<file path="config.mk">
export PLATFORM = sky130hd
export DESIGN_NAME = serial_adder
export DESIGN_NICKNAME = d
export VERILOG_FILES = /design/src/rtl/serial_adder_pkg.sv /design/src/rtl/serial_adder_full_add_dataflow.sv /design/src/rtl/serial_adder.sv
export SDC_FILE = /design/constraint.sdc
export NUM_CORES = 1
export LEC_CHECK = 0
export ABC_AREA = 1
export ABC_CLOCK_PERIOD_IN_PS = 2600
export CAP_MARGIN = 20
export CORE_MARGIN = 2
export CORE_UTILIZATION = 40
export CTS_BUF_LIST = sky130_fd_sc_hd__clkbuf_8
export DETAILED_ROUTE_END_ITERATION = 8
export SLEW_MARGIN = 10
export SYNTH_ARGS = -nofsm -noshare
export SYNTH_HDL_FRONTEND = slang
export SYNTH_SLANG_ARGS = --single-unit
</file>
<file path="constraint.sdc">
create_clock -name clk -period 2.6 [get_ports clk]
set_input_delay 0.26 -clock clk [delete_from_list [all_inputs] [get_ports clk]]
set_output_delay 0.26 -clock clk [all_outputs]
set_load 0.03 [all_outputs]
</file>
<file path="src/rtl/serial_adder_pkg.sv">
// Shared definitions for the bit-serial adder.
//   state_t : FSM state encoding (IDLE=0, RUN=1, DONE=2); the unused
//             encoding 3 is treated as IDLE by the top level.
package serial_adder_pkg;

    typedef enum logic [1:0] {
        IDLE = 2'd0,
        RUN  = 2'd1,
        DONE = 2'd2
    } state_t;

endpackage

</file>
<file path="src/rtl/serial_adder_full_add_dataflow.sv">
// Single-bit full adder cell, pure combinational.
// Ports:
//   a, b      : operand bits
//   carry_in  : carry into this bit
//   sum       : a ^ b ^ carry_in
//   carry     : majority(a, b, carry_in)
module full_add_dataflow (
    input  logic a,
    input  logic b,
    input  logic carry_in,
    output logic sum,
    output logic carry
);

    assign sum   = a ^ b ^ carry_in;
    assign carry = (a & b) | (a & carry_in) | (b & carry_in);

endmodule

</file>
<file path="src/rtl/serial_adder.sv">
// Bit-serial adder: sums two WIDTH-bit operands plus carry_in, one bit per
// clock, LSB first, using a single full_add_dataflow cell.
// Ports:
//   clk, rst_n          : clock (rising edge), async active-low reset
//   in_valid / in_ready : operand handshake (a, b, carry_in)
//   out_valid / out_ready : result handshake (sum, carry_out)
//   sum                 : registered a+b+carry_in mod 2^WIDTH
//   carry_out           : registered carry out of bit WIDTH-1
// Latency: accept on edge E0 -> out_valid after edge E0+WIDTH.
module serial_adder
    import serial_adder_pkg::*;
#(
    parameter int unsigned WIDTH = 8
) (
    input  logic             clk,
    input  logic             rst_n,
    input  logic             in_valid,
    output logic             in_ready,
    input  logic [WIDTH-1:0] a,
    input  logic [WIDTH-1:0] b,
    input  logic             carry_in,
    output logic             out_valid,
    input  logic             out_ready,
    output logic [WIDTH-1:0] sum,
    output logic             carry_out
);

    localparam int unsigned     CNT_W    = $clog2(WIDTH);
    localparam logic [CNT_W-1:0] LAST_CNT = CNT_W'(WIDTH - 1);

    state_t           state_q;
    state_t           state_nxt;
    state_t           state_dec;

    logic [CNT_W-1:0] cnt_q;
    logic [WIDTH-1:0] a_sh;
    logic [WIDTH-1:0] b_sh;
    logic [WIDTH-1:0] sum_sh;
    logic             carry_q;

    logic             fa_sum;
    logic             fa_carry;
    logic [WIDTH-1:0] sum_sh_nxt;

    full_add_dataflow u_fa (
        .a        (a_sh[0]),
        .b        (b_sh[0]),
        .carry_in (carry_q),
        .sum      (fa_sum),
        .carry    (fa_carry)
    );

    assign sum_sh_nxt = {fa_sum, sum_sh[WIDTH-1:1]};

    // Unused encoding behaves exactly like IDLE everywhere downstream.
    always_comb begin
        state_dec = IDLE;
        case (state_q)
            RUN:     state_dec = RUN;
            DONE:    state_dec = DONE;
            default: state_dec = IDLE;
        endcase
    end

    assign in_ready  = (state_dec == IDLE);
    assign out_valid = (state_dec == DONE);

    always_ff @(posedge clk or negedge rst_n) begin
        if (!rst_n) begin
            state_q <= IDLE;
        end else begin
            state_q <= state_nxt;
        end
    end

    always_comb begin
        state_nxt = state_dec;
        case (state_dec)
            IDLE: if (in_valid)            state_nxt = RUN;
            RUN:  if (cnt_q == LAST_CNT)   state_nxt = DONE;
            DONE: if (out_ready)           state_nxt = IDLE;
            default:                       state_nxt = IDLE;
        endcase
    end

    always_ff @(posedge clk or negedge rst_n) begin
        if (!rst_n) begin
            cnt_q     <= '0;
            a_sh      <= '0;
            b_sh      <= '0;
            sum_sh    <= '0;
            carry_q   <= 1'b0;
            sum       <= '0;
            carry_out <= 1'b0;
        end else begin
            case (state_dec)
                IDLE: begin
                    if (in_valid) begin
                        a_sh    <= a;
                        b_sh    <= b;
                        carry_q <= carry_in;
                        cnt_q   <= '0;
                    end
                end
                RUN: begin
                    sum_sh  <= sum_sh_nxt;
                    a_sh    <= {1'b0, a_sh[WIDTH-1:1]};
                    b_sh    <= {1'b0, b_sh[WIDTH-1:1]};
                    carry_q <= fa_carry;
                    cnt_q   <= cnt_q + 1'b1;
                    // Output regs only change on the final bit, so no
                    // partial result is ever visible on sum/carry_out.
                    if (cnt_q == LAST_CNT) begin
                        sum       <= sum_sh_nxt;
                        carry_out <= fa_carry;
                    end
                end
                default: ;
            endcase
        end
    end

endmodule

</file>
### Word-level counts from Yosys, hierarchy flattened

Index checks and enable logic that the tools add are counted.

| storage, ports and cells | value |
|---|---|
| register bits | 39 |
| latch bits | 0 |
| bits in writable memories | 0 |
| bits in read-only memories | 0 |
| output and inout port bits | 11 |
| word-level logic and storage cells | 39 |
| memories | 0 |

| cells by class | value |
|---|---|
| add/subtract/negate cells | 1 |
| multipliers | 0 |
| divide/modulo/power cells | 0 |
| magnitude comparators | 0 |
| eq/ne operators | 6 |
| shift-type cells | 0 |
| muxes and demuxes | 13 |
| bitwise operators | 7 |
| reductions and logical operators | 4 |

Operators by type and width:

| kind | count |
|---|---|
| case mux 8 bit (2 select lines) | 2 |
| two-way mux 8 bit | 2 |
| two-way mux 2 bit | 3 |
| case mux 2 bit (3 select lines) | 1 |
| case mux 3 bit (2 select lines) | 1 |
| equality test 2 x 1 -> 1 bit (second input constant) | 2 |
| equality test 2 bit (second input constant) | 2 |
| case mux 2 bit (2 select lines) | 1 |
| AND reduction 2 bit | 2 |
| adder 3 x 1 -> 3 bit (second input constant) | 1 |
| bitwise AND 1 bit | 3 |
| equality test 3 bit (second input constant) | 1 |
| two-way mux 3 bit | 1 |
| logical NOT 2 bit | 1 |
| != test 2 bit (second input constant) | 1 |
| bitwise OR 1 bit | 2 |
| case mux 1 bit (2 select lines) | 1 |
| nonzero test 2 bit | 1 |
| bitwise XOR 1 bit | 2 |
| two-way mux 1 bit | 1 |

### Logic depth before layout (Yosys ltp)

| logic depth | value |
|---|---|
| depth after elaboration | 5 |
| depth in mapped cells | 8 |
| depth with buffers taken out | 7 |

### Cells and area by module

A second synthesis with hierarchy kept.

| second synthesis, totals | value |
|---|---|
| cells, all modules | 222 |
| area total of the unflattened synthesis | 1770.4 µm² |

By module, submodules not included:

| module | instances | cells an instance | area each (µm²) | seq. area each (µm²) |
|---|---|---|---|---|
| serial_adder | 1 | 221 | 1750.4 | 950.9 |
| full_add_dataflow | 1 | 1 | 20.0 | 0.0 |

### Worst setup path before layout

OpenSTA, ideal clock, no wires.

| path | value |
|---|---|
| path type | reg2reg |
| from | register state_q[0] |
| to | register cnt_q[1] |
| library setup time | 0.065 ns |
| arrival | 1.494 ns |
| data required time | 2.535 ns |
| slack | 1.040 ns |
| cell stages (with the launch flop) | 8 |
| clock period less this slack | 1.560 ns |
| cell sequence | dfrtp_1 -> inv_1 -> ha_1 -> nand2_1 -> o21ai_2 -> buf_4 -> nand2_1 -> nand2_1 |

| between the ends | value |
|---|---|
| word-level cells in the longest chain between the ends | 5 |
| elaborated cells between the ends (all ways) | 9 |

Ends and longest elaborated chain:

| element | line | source |
|---|---|---|
| start, declared | serial_adder.sv:31 | `state_t state_q;` |
| start signal, assigned | serial_adder.sv:72 | `state_q <= state_nxt;` |
| equality test 2 bit / equality test 2 x 1 -> 1 bit (equally long branches) | serial_adder.sv:58 | `case (state_q)` |
| case mux 2 bit (2 select lines) (*) | serial_adder.sv:58 |  |
| logical NOT 2 bit (*) | - |  |
| via in_ready | serial_adder.sv:18 | `output logic in_ready,` |
| != test 2 bit (no source line) / nonzero test 2 bit (equally long branches) | - |  |
| AND reduction 2 bit (no source line) | - |  |
| end signal, assigned | serial_adder.sv:110 | `cnt_q <= cnt_q + 1'b1;` |
| end, declared | serial_adder.sv:35 | `logic [CNT_W-1:0] cnt_q;` |

Mark *: on every way through the listed nets, which the timed path passes. The rest lies on a longest branch.
A chain may end at the register's enable or synchronous reset.

### Worst setup path in the final report

| path | value |
|---|---|
| from | register state_q[0] |
| to | output port in_ready |

| between the ends | value |
|---|---|
| word-level cells in the longest chain between the ends | 3 |
| elaborated cells between the ends (all ways) | 4 |

Ends and longest elaborated chain:

| element | line | source |
|---|---|---|
| equality test 2 bit / equality test 2 x 1 -> 1 bit (equally long branches) | serial_adder.sv:58 |  |
| case mux 2 bit (2 select lines) (*) | serial_adder.sv:58 |  |
| logical NOT 2 bit (*) | serial_adder.sv:65 | `assign in_ready = (state_dec == IDLE);` |
| end, declared | serial_adder.sv:18 |  |

Every way passes the cells marked *; elsewhere a longest branch is shown, timed or not.

==> summary.txt <==
Layout
  – P&R area growth vs syn: 27.1%
  – Register area: 951 sq um
  – Area of the multi-input gates: 706 sq um
  – Fill cells: approximately 450
  – Fin nets: approximately 280
  – Inserted Diodes: 0
  – Share of layout cells above drive strength 1: 6.64%

Worst setup path
  – Worst path required time: 2.34 ns
  – CP Max Fanout: 8
  – Element type at the critical path end: output port
  – Critical path type: flip-flop to output port
  – Data arrival, critical path: about 1.9 ns
  – Startpoint Class: flip-flop

Clock network
  – Setup bufs post-CTS: 0
  – Post-CTS Resized: 0
  – Hold buffers post-CTS: 0
  – CTS root buffer: clkbuf_8
  – Clock Pin Slew Worst Setup and Hold Paths: around 0.080 ns
  – CTS Buffer Depth: 2
  – Sink Count: 38
  – Worst skew pair latency: approximately 0.28 ns
  – TritonCTS clock tree: yes
  – CTS buffer count: 5
  – H-tree Lvls: 2

Logic synthesis
  – Yosys reg bits: 38
  – Post-Syn Area: between 1500 and 2000 sq um
  – YS warnings: 0
  – Netlist cell types: 15
  – Post-synth top area share: 53.7%
  – Post-synthesis cell count: between 200 and 250
  – Leading post-synthesis cells by cell area: dfrtp_1 (54%), nand2_1 (26%), o21ai_0 (4.5%)
  – Syn_nets: 249
  – Mean Syn Cell Area: ~8.0 sq um
  – Yosys top cell by area: dfrtp_1
  – Seq/Total Area, Yosys: a little over half

Die
  – IO Count: 32
  – Die area: between 4000 and 5000 sq um
  – Initial Util: roughly two fifths
  – Core ar.: ~4300 sq um
  – Overall die width: between 70 and 80 um
  – FP Rows: 24
  – Chip height: between 70 and 80 um

Power and ir drop
  – Total net switching power: about 940 uW
  – Comb pwr share: between 30% and 40%
  – Power Dens Cells: between 1000 and 1500 nW/um^2
  – Power share of the clock group: 24.5%
  – Maximum VDD drop: roughly 0.48 mV
  – Net Sw Frac: a little under two fifths
  – Int Pwr: between 1.5 and 2 mW
  – Leakage: roughly 1.2 nW
  – Part of the power in registers: 36.3%

STA
  – Slew HR: between 40% and 50%
  – Final WS setup: around 0.47 ns
  – Tmin final: about 2.1 ns
  – Fin. Hold Viols: 0
  – Achievable clock frequency: 469 MHz
  – Final Max Slew Viols: 0
  – Setup TNS: 0 ns
  – Final cycle utilization of the critical path: 82.0%
  – Final count of negative-setup-slack endpoints: 0
  – Clk_skew: roughly 0.0062 ns
  – Slew @ Worst Pin: between 0.8 and 0.9 ns
  – RSZ-0062 raised after global routing: no

Detailed routing
  – Routed Antenna Nets: 0
  – Pre-Repair DR Iteration Count: 4
  – # DRC: 0
  – Drt first-iter violations: around 120
  – Drt via density: about 4.5
  – WL/cell: 10.7 um
  – Final WL: around 3300 um
  – Via count: between 1,000 and 1,500

GRT
  – Congestion Overflow GR: 0
  – Largest net degree at the start of global routing: 39
  – Global-route wire length before repair: between 6000 and 7000 um
  – Initial antenna violation count: 0
  – Vias in the first global route: 1,349
  – Gr usage total: approximately 15%

Min path
  – Worst hold path type: input port to async pin

Placement
  – I/O Buffers: 31
  – Pre-CTS setup slack: ~0.78 ns
  – Dpl hpwl: roughly 2200 um
  – GPL Wtd Cong: around 0.7

Outcome
  – Status: completed

Flow run
  – Max cap viols: 0
state kept, by name, summed over array words and instances (netlist names):
name and cells:
sum_sh 7, carry_q 1, sum 8, carry_out 1, state_q 2, cnt_q 3
b_sh 8, a_sh 8
routing by layer:
layer	vias up	part of all wire [%]	GRT usage [%]
met5	-	0	0
met4	0	1.0	5.03
li1	740	-	-
met3	4	4.2	3.56
met1	615	51	20.6
met2	26	44	24.3
power by group through the flow:
stage / Sequential, mW / Clock [mW] / Combinational [mW]
detailed placement: 0.922 / 0 / 1.00
global route: 0.942 / 0.654 / 1.14
global placement: 0.921 / 0 / 0.986
finish: 0.912 / 0.616 / 0.984
CTS: 0.913 / 0.625 / 1.00
floorplan: 0.963 / 0 / 0.703
cells by family (layout without fill, tap and decap cells):
| kind of cell | count (synthesis) | after routing | synth area share (%) |
|---|---|---|---|
| compound gates | 20 | 20 | 6.07 |
| simple gates | 135 | 135 | 29.1 |
| buf+inv | 23 | 57 | 6.50 |
| fa+ha+maj | 6 | 6 | 4.66 |
| flops | 38 | 38 | 53.7 |
synthesized netlist by cell type, drive strengths merged:
cell type / count
nand3: 5
buf: 9
nor2: 4
o21ai: 18
fa: 1
nand2: 126
inv: 14
ha: 5
a21oi: 2
dfrtp: 38
worst paths after layout:
check | to | slack, ns | depth (start not counted) | start
max in group asynchronous | cnt_q[0]$_DFFE_PN0P_ | 2.00 | 1 | rst_n
max | in_ready | 0.47 | 3 | state_q[0]$_DFF_PN0_
min reg2reg | b_sh[1]$_DFFE_PN0P_ | 0.47 | 2 | b_sh[1]$_DFFE_PN0P_
min in group clk | b_sh[1]$_DFFE_PN0P_ | 0.47 | 2 | b_sh[1]$_DFFE_PN0P_
min | sum[5]$_DFFE_PN0P_ | 0.07 | 1 | rst_n
max reg2reg | b_sh[1]$_DFFE_PN0P_ | 0.91 | 7 | state_q[1]$_DFF_PN0_
placed cells by master (no fill, tap or decap), drive strengths merged:
master         netlist  routed
nand2              126     126
dfrtp               38      38
clkdlybuf4s50        0      30
o21ai               18      18
inv                 14      14
clkbuf               0       6
nand3                5       5
ha                   5       5
buf                  9       5
nor2                 4       4
a21oi                2       2
bufinv               0       2
fa                   1       1
worst max-delay path, stage by stage (launching register included):
cell,delay (ns)
dfrtp_1,0.38
inv_1,0.05
ha_1,0.43
clkdlybuf4s50_1,0.72
per-stage QoR:
stage | std cells | power (mW) | util (%) | hold WS (ns) | cell area [sq um]
3_3_place_gp | 300 | 1.91 | 48.8 | 0.430 | 2110
2_1_floorplan | 222 | 1.67 | - | -0.0356 | 1770
4_1_cts | 308 | 2.54 | 52.1 | 0.108 | 2250
3_5_place_dp | 300 | 1.92 | 48.8 | 0.419 | 2110
6_report | 308 | 2.51 | 52.1 | 0.0729 | 2250
5_1_grt | 308 | 2.73 | 52.1 | 0.158 | 2250
final cells by class:
type,instances,area share [%]
multi-input cells,161,31.3
flip-flops and latches,38,42.2
clock inverters,2,2.67
inverters,14,2.33
clock buffers,6,3.67
well taps,52,2.89
repair buffers,35,14.9
Power figures use the tool's default switching activity.
